**config.mk**
```make
export PLATFORM = sky130hd
export DESIGN_NAME = hilo_muldiv_unit
export DESIGN_NICKNAME = d
export VERILOG_FILES = /design/src/rtl/mips_pkg.sv /design/src/rtl/muldiv_iter_core.sv /design/src/rtl/hilo_muldiv_unit.sv
export SDC_FILE = /design/constraint.sdc
export NUM_CORES = 1
export LEC_CHECK = 0
export BUFFER_PORTS_ARGS = -buffer_cell sky130_fd_sc_hd__buf_4
export CAP_MARGIN = 15
export CELL_PAD_IN_SITES_DETAIL_PLACEMENT = 1
export CELL_PAD_IN_SITES_GLOBAL_PLACEMENT = 2
export CORE_MARGIN = 5
export CORE_UTILIZATION = 37
export CTS_BUF_LIST = sky130_fd_sc_hd__clkbuf_2
export CTS_CLUSTER_SIZE = 30
export DETAILED_ROUTE_END_ITERATION = 12
export HOLD_SLACK_MARGIN = 0.03
export PLACE_DENSITY_LB_ADDON = 0.1
export SLEW_MARGIN = 20
export SYNTH_ARGS = -nofsm -noshare
export SYNTH_HDL_FRONTEND = slang
export SYNTH_SLANG_ARGS = --single-unit
```
**constraint.sdc**
```tcl
create_clock -name clk -period 7.9 [get_ports clk]
set_input_delay 0.395 -clock clk [delete_from_list [all_inputs] [get_ports clk]]
set_output_delay 0.395 -clock clk [all_outputs]
set_load 0.02 [all_outputs]
```
**src/rtl/mips_pkg.sv**
```systemverilog
// Shared mul/div definitions: operation encodings, FSM states and default width.
package mips_pkg;

    localparam int unsigned MD_WIDTH = 32;

    localparam logic [1:0] MD_MULT  = 2'b00;
    localparam logic [1:0] MD_MULTU = 2'b01;
    localparam logic [1:0] MD_DIV   = 2'b10;
    localparam logic [1:0] MD_DIVU  = 2'b11;

    typedef enum logic [1:0] {
        IDLE = 2'd0,
        RUN  = 2'd1,
        FIX  = 2'd2
    } md_state_e;

    function automatic logic md_is_signed(input logic [1:0] op);
        return (op == MD_MULT) || (op == MD_DIV);
    endfunction

endpackage

```
**src/rtl/muldiv_iter_core.sv**
```systemverilog
// One iteration of the mul/div datapath: shift-add multiply step or restoring divide step.
module muldiv_iter_core #(
    parameter int unsigned WIDTH = 32
) (
    input  logic               is_div_i,
    input  logic [2*WIDTH-1:0] acc_i,
    input  logic [WIDTH-1:0]   opnd_i,
    output logic [2*WIDTH-1:0] acc_o
);

    logic [WIDTH:0] mul_sum;
    logic [WIDTH:0] trial;
    logic [WIDTH:0] diff;

    // Multiply: acc = {partial product, remaining multiplier bits}.
    // Divide:   acc = {partial remainder, remaining dividend / quotient bits}.
    always_comb begin
        mul_sum = {1'b0, acc_i[2*WIDTH-1:WIDTH]} + (acc_i[0] ? {1'b0, opnd_i} : '0);
        trial   = {acc_i[2*WIDTH-1:WIDTH], acc_i[WIDTH-1]};
        diff    = trial - {1'b0, opnd_i};
        acc_o   = acc_i;
        if (is_div_i) begin
            if (!diff[WIDTH]) begin
                acc_o = {diff[WIDTH-1:0], acc_i[WIDTH-2:0], 1'b1};
            end else begin
                acc_o = {trial[WIDTH-1:0], acc_i[WIDTH-2:0], 1'b0};
            end
        end else begin
            acc_o = {mul_sum, acc_i[WIDTH-1:1]};
        end
    end

endmodule

```
**src/rtl/hilo_muldiv_unit.sv**
```systemverilog
// Iterative MULT/MULTU/DIV/DIVU unit owning the HI/LO registers, with MTHI/MTLO write port.
module hilo_muldiv_unit
    import mips_pkg::*;
#(
    parameter int unsigned WIDTH = MD_WIDTH
) (
    input  logic             clk,
    input  logic             reset,
    input  logic             start,
    input  logic [1:0]       op,
    input  logic [WIDTH-1:0] rs_val,
    input  logic [WIDTH-1:0] rt_val,
    input  logic             mthi,
    input  logic             mtlo,
    input  logic [WIDTH-1:0] mt_data,
    output logic             busy,
    output logic             done,
    output logic [WIDTH-1:0] HI,
    output logic [WIDTH-1:0] LO
);

    localparam int unsigned CW = $clog2(WIDTH);
    localparam int unsigned DW = 2 * WIDTH;

    md_state_e         state_q;
    logic [CW-1:0]     count_q;
    logic [DW-1:0]     acc_q;
    logic [DW-1:0]     acc_d;
    logic [WIDTH-1:0]  opnd_q;
    logic [WIDTH-1:0]  rs_q;
    logic [WIDTH-1:0]  hi_q;
    logic [WIDTH-1:0]  lo_q;
    logic              is_div_q;
    logic              neg_res_q;
    logic              neg_rem_q;
    logic              div_zero_q;
    logic              busy_q;
    logic              done_q;

    logic              op_signed;
    logic [WIDTH-1:0]  a_abs;
    logic [WIDTH-1:0]  b_abs;
    logic [DW-1:0]     prod;
    logic [WIDTH-1:0]  quo;
    logic [WIDTH-1:0]  rem;
    logic [WIDTH-1:0]  res_hi;
    logic [WIDTH-1:0]  res_lo;

    muldiv_iter_core #(.WIDTH(WIDTH)) u_core (
        .is_div_i (is_div_q),
        .acc_i    (acc_q),
        .opnd_i   (opnd_q),
        .acc_o    (acc_d)
    );

    // Operand magnitudes for issue; signed ops iterate on absolute values.
    always_comb begin
        op_signed = md_is_signed(op);
        a_abs     = (op_signed && rs_val[WIDTH-1]) ? WIDTH'(0) - rs_val : rs_val;
        b_abs     = (op_signed && rt_val[WIDTH-1]) ? WIDTH'(0) - rt_val : rt_val;
    end

    // Sign correction and special cases applied in FIX.
    always_comb begin
        prod   = neg_res_q ? DW'(0) - acc_q : acc_q;
        quo    = neg_res_q ? WIDTH'(0) - acc_q[WIDTH-1:0] : acc_q[WIDTH-1:0];
        rem    = neg_rem_q ? WIDTH'(0) - acc_q[DW-1:WIDTH] : acc_q[DW-1:WIDTH];
        res_hi = prod[DW-1:WIDTH];
        res_lo = prod[WIDTH-1:0];
        if (is_div_q) begin
            if (div_zero_q) begin
                res_hi = rs_q;
                res_lo = '1;
            end else begin
                res_hi = rem;
                res_lo = quo;
            end
        end
    end

    always_ff @(posedge clk or posedge reset) begin
        if (reset) begin
            state_q    <= IDLE;
            count_q    <= '0;
            acc_q      <= '0;
            opnd_q     <= '0;
            rs_q       <= '0;
            hi_q       <= '0;
            lo_q       <= '0;
            is_div_q   <= 1'b0;
            neg_res_q  <= 1'b0;
            neg_rem_q  <= 1'b0;
            div_zero_q <= 1'b0;
            busy_q     <= 1'b0;
            done_q     <= 1'b0;
        end else begin
            done_q <= 1'b0;
            case (state_q)
                IDLE: begin
                    if (mthi) hi_q <= mt_data;
                    if (mtlo) lo_q <= mt_data;
                    if (start) begin
                        state_q    <= RUN;
                        busy_q     <= 1'b1;
                        count_q    <= '0;
                        is_div_q   <= op[1];
                        neg_res_q  <= op_signed && (rs_val[WIDTH-1] ^ rt_val[WIDTH-1]);
                        neg_rem_q  <= op_signed && rs_val[WIDTH-1];
                        div_zero_q <= (rt_val == '0);
                        rs_q       <= rs_val;
                        opnd_q     <= b_abs;
                        acc_q      <= {WIDTH'(0), a_abs};
                    end
                end
                RUN: begin
                    acc_q   <= acc_d;
                    count_q <= count_q + CW'(1);
                    if (count_q == CW'(WIDTH - 1)) state_q <= FIX;
                end
                FIX: begin
                    hi_q    <= res_hi;
                    lo_q    <= res_lo;
                    done_q  <= 1'b1;
                    busy_q  <= 1'b0;
                    state_q <= IDLE;
                end
                default: state_q <= IDLE;
            endcase
        end
    end

    assign busy = busy_q;
    assign done = done_q;
    assign HI   = hi_q;
    assign LO   = lo_q;

endmodule

```
==> results.py <==
metrics = {
    "status": {
        "status": "completed",
    },
    "clock_tree": {
        "path_clk_slew_ns": 0.09,
        "root_buffer": "clkbuf_2",
        "cts_tree": "built",
        "post_cts_buffers": 0,
        "cts_buffer_depth": 3,
        "worstSkewPairLatency_ns": 1.06,
        "cts.sinks": 205,
        "ctsResizeCount": 0,
        "cts_buffers": 67,
        "ctsHoldBuffers": 132,
        "htree_levels": 3,
    },
    "logic_synthesis": {
        "synth_top_family_by_area": "compound AO/OA/AOI/OAI gates",
        "synth-async-reset-ratio": 1.00,
        "synthCells": 2122,
        "synth.area.mux_share": 0.0431,
        "synth_compound_area_frac": 0.246,
        "synth_area_per_cell_um2": 7.82,
        "ys_seq_area_frac": 0.309,
        "yosys.area_share.adder": 0.0552,
        "yosys-top-cells-area": "dfrtp_1 (31%), nand2_1 (8.1%), o21ai_0 (7.1%)",
        "synth_edf_count": 0,
        "ys_ff_latch": 205,
        "netlist_area_um2": 16600,
        "yosysTopAreaCell": "dfrtp_1",
        "synth-simple-area-share": 0.198,
        "syn-num-nets": 2297,
        "yosys.cell_types.count": 76,
        "netlist.area_leader.share": 0.309,
        "yosys_warnings": 0,
        "synth_xor_area_frac": 0.0987,
        "synthFlopType": "dfrtp_1",
    },
    "critical_path": {
        "critPathCaptureType": "flip-flop",
        "r2r_cells": 11,
        "r2r_setup_slack_ns": 3.14,
        "arrival_ns": 5.74,
        "crit_start": "acc_q[0]",
        "crit_type": "reg2reg",
        "reg2reg_from": "acc_q[0]",
        "startpoint_type": "flip-flop",
        "crit_fanout": 32,
        "worstPathRequired_ns": 8.88,
    },
    "cells_and_area": {
        "layout_commonest_cell": "nand2_1",
        "area_growth_pct": 21.5,
        "final_cell_mix": "nand2_1 (356), o21ai_0 (235), dfrtp_1 (203), buf_4 (187), dlygate4sd3_1 (132)",
        "design_area_um2": 20200,
        "drive_above_1_share": 0.137,
        "nets": 2536,
        "num-fill-cells": 5444,
    },
    "grt": {
        "grt_first_pass_wirelength_mm": 111,
        "grtUsageTotal": 0.287,
        "antenna_found_initial": 3,
        "grt_overflow": 0,
        "grt_max_degree": 106,
        "grt_pass1_vias": 17700,
    },
    "placed_design": {
        "port_buffers": 168,
        "place_hpwl_mm": 54.1,
        "place_area_um2": 18200,
        "gp_congestion": 0.950,
    },
    "detailed_routing": {
        "via_per_inst": 5.83,
        "firstDrtPassIters": 8,
        "post_drt_wl_per_cell_um": 24.2,
        "postRouteAntennaNets": 0,
        "routed-via-count": 17500,
        "wirelength_mm": 72.7,
        "post-route-drc-count": 0,
        "drt_iter0_markers": 1409,
    },
    "sta": {
        "rsz0062_at_grt": "no",
        "clock-skew-final_ns": 0.117,
        "fin_crit_ns": 4.76,
        "final_max_slew_viol_count": 0,
        "period_share": 0.603,
        "timing.setup.tns_ns": 0,
        "slew_headroom": 0.275,
        "final-hold-violation-count": 0,
        "finalSetupViolCount": 0,
        "fmax_mhz": 210,
        "worst_pin_slew_ns": 1.09,
    },
    "hold_path": {
        "hold_path_startpoint": "mthi",
        "hold_path_depth": 5,
        "hp-class": "in2reg",
    },
    "power_and_ir_drop": {
        "p_per_area_nw_per_um2": 474,
        "max-vdd-ir-drop_mv": 0.288,
        "leakage_nw": 8.77,
    },
    "floorplanning": {
        "start_util": 0.374,
        "core-area_um2": 44300,
        "ios": 169,
        "die_area_um2": 49200,
        "rows": 77,
        "die_h_um": 222,
        "die_w_um": 222,
    },
    "job": {
        "drv_cap": 0,
    },
}
through the flow:
stage / std cells / power, mW / hold WS [ns] / util / setup WS [ns]
4_1_cts: 3000 / 9.49 / 0.0350 / 0.454 / 3.20
3_3_place_gp: 2752 / 8.34 / 0.454 / 0.411 / 3.25
3_5_place_dp: 2752 / 8.46 / 0.466 / 0.411 / 3.36
6_report: 3004 / 9.55 / 0.111 / 0.455 / 3.14
5_1_grt: 3004 / 10.3 / 0.0564 / 0.455 / 2.93
2_1_floorplan: 2122 / 6.33 / 0.437 / - / 1.91
routing by layer:
metal,track usage,routed length [um]
met1,0.427,34800
met2,0.435,31700
met3,0.0565,4750
met4,0.0577,1380
met5,0,0
sequential cells by signal, summed over array words and instances, names as in the netlist, 2 cells and up:
| signal | count |
|---|---|
| state_q | 2 |
| acc_q | 64 |
| rs_q | 32 |
| opnd_q | 32 |
| LO | 32 |
| HI | 32 |
| count_q | 5 |
power by group:
group	switching, mW	internal [mW]	total [mW]
logic	3.76	2.47	6.24
clock network	0.551	0.360	0.911
registers	0.830	1.57	2.40
layout make-up:
type / instances / area (um2) / share of cell area
Inverter: 65 / 251 / 0.0125
Sequential cell: 205 / 5130 / 0.255
Multi-Input combinational cell: 1703 / 10700 / 0.531
Tap cell: 592 / 741 / 0.0367
Antenna cell: 4 / 10.0 / 0.000497
Clock buffer: 97 / 485 / 0.0241
Clock inverter: 19 / 104 / 0.00515
Timing Repair Buffer: 319 / 2730 / 0.135
cells by family (layout without fill, tap and decap cells):
family          after synthesis  in the layout
compound gates              653            653
xor+xnor                    187            187
fa+ha+maj                    72             72
buf+inv                     214            500
flops                       205            205
mux                          71             71
other cells                   0              4
simple gates                720            720
synth_stat cells (all sizes together) (6+ instances only):
library cell  number
dfrtp            205
inv               64
o21a               8
nand2b            27
ha                70
a211oi             7
xor2              75
a21o              34
a221oi             6
o221ai            26
nand3             25
a22oi             15
xnor2            112
clkbuf           134
o31ai             36
a21oi            118
nand4             21
o41ai             17
buf               15
o21bai            11
and3               9
nor2             132
o211ai            22
nor4              16
o21ai            243
or2                9
mux2i             68
a31oi             19
and2              11
o22ai             47
or4               16
nor2b             10
nor3              40
or3               14
nand3b             8
nand2            358
worst paths after layout:
check / to
worst max-delay path: HI[18]
worst min-delay path: HI[2]
worst max register to register: HI[18]
worst min register to register: opnd_q[9]
max in group asynchronous: rs_q[15]
min in group asynchronous: acc_q[7]
worst max-delay path, cell delays in order (launching register included):
cell           delay [ns]
dfrtp_1              0.47
inv_2                0.52
ha_1                 0.28
nand2b_1             0.09
or3b_1               0.48
nor4_1               0.64
nand4_1              0.76
o31ai_1              0.49
xnor2_1              0.16
o211ai_1             0.09
a21oi_1              0.18
dlygate4sd3_1        0.57
Note: power is estimated with default switching activity, not from simulation.
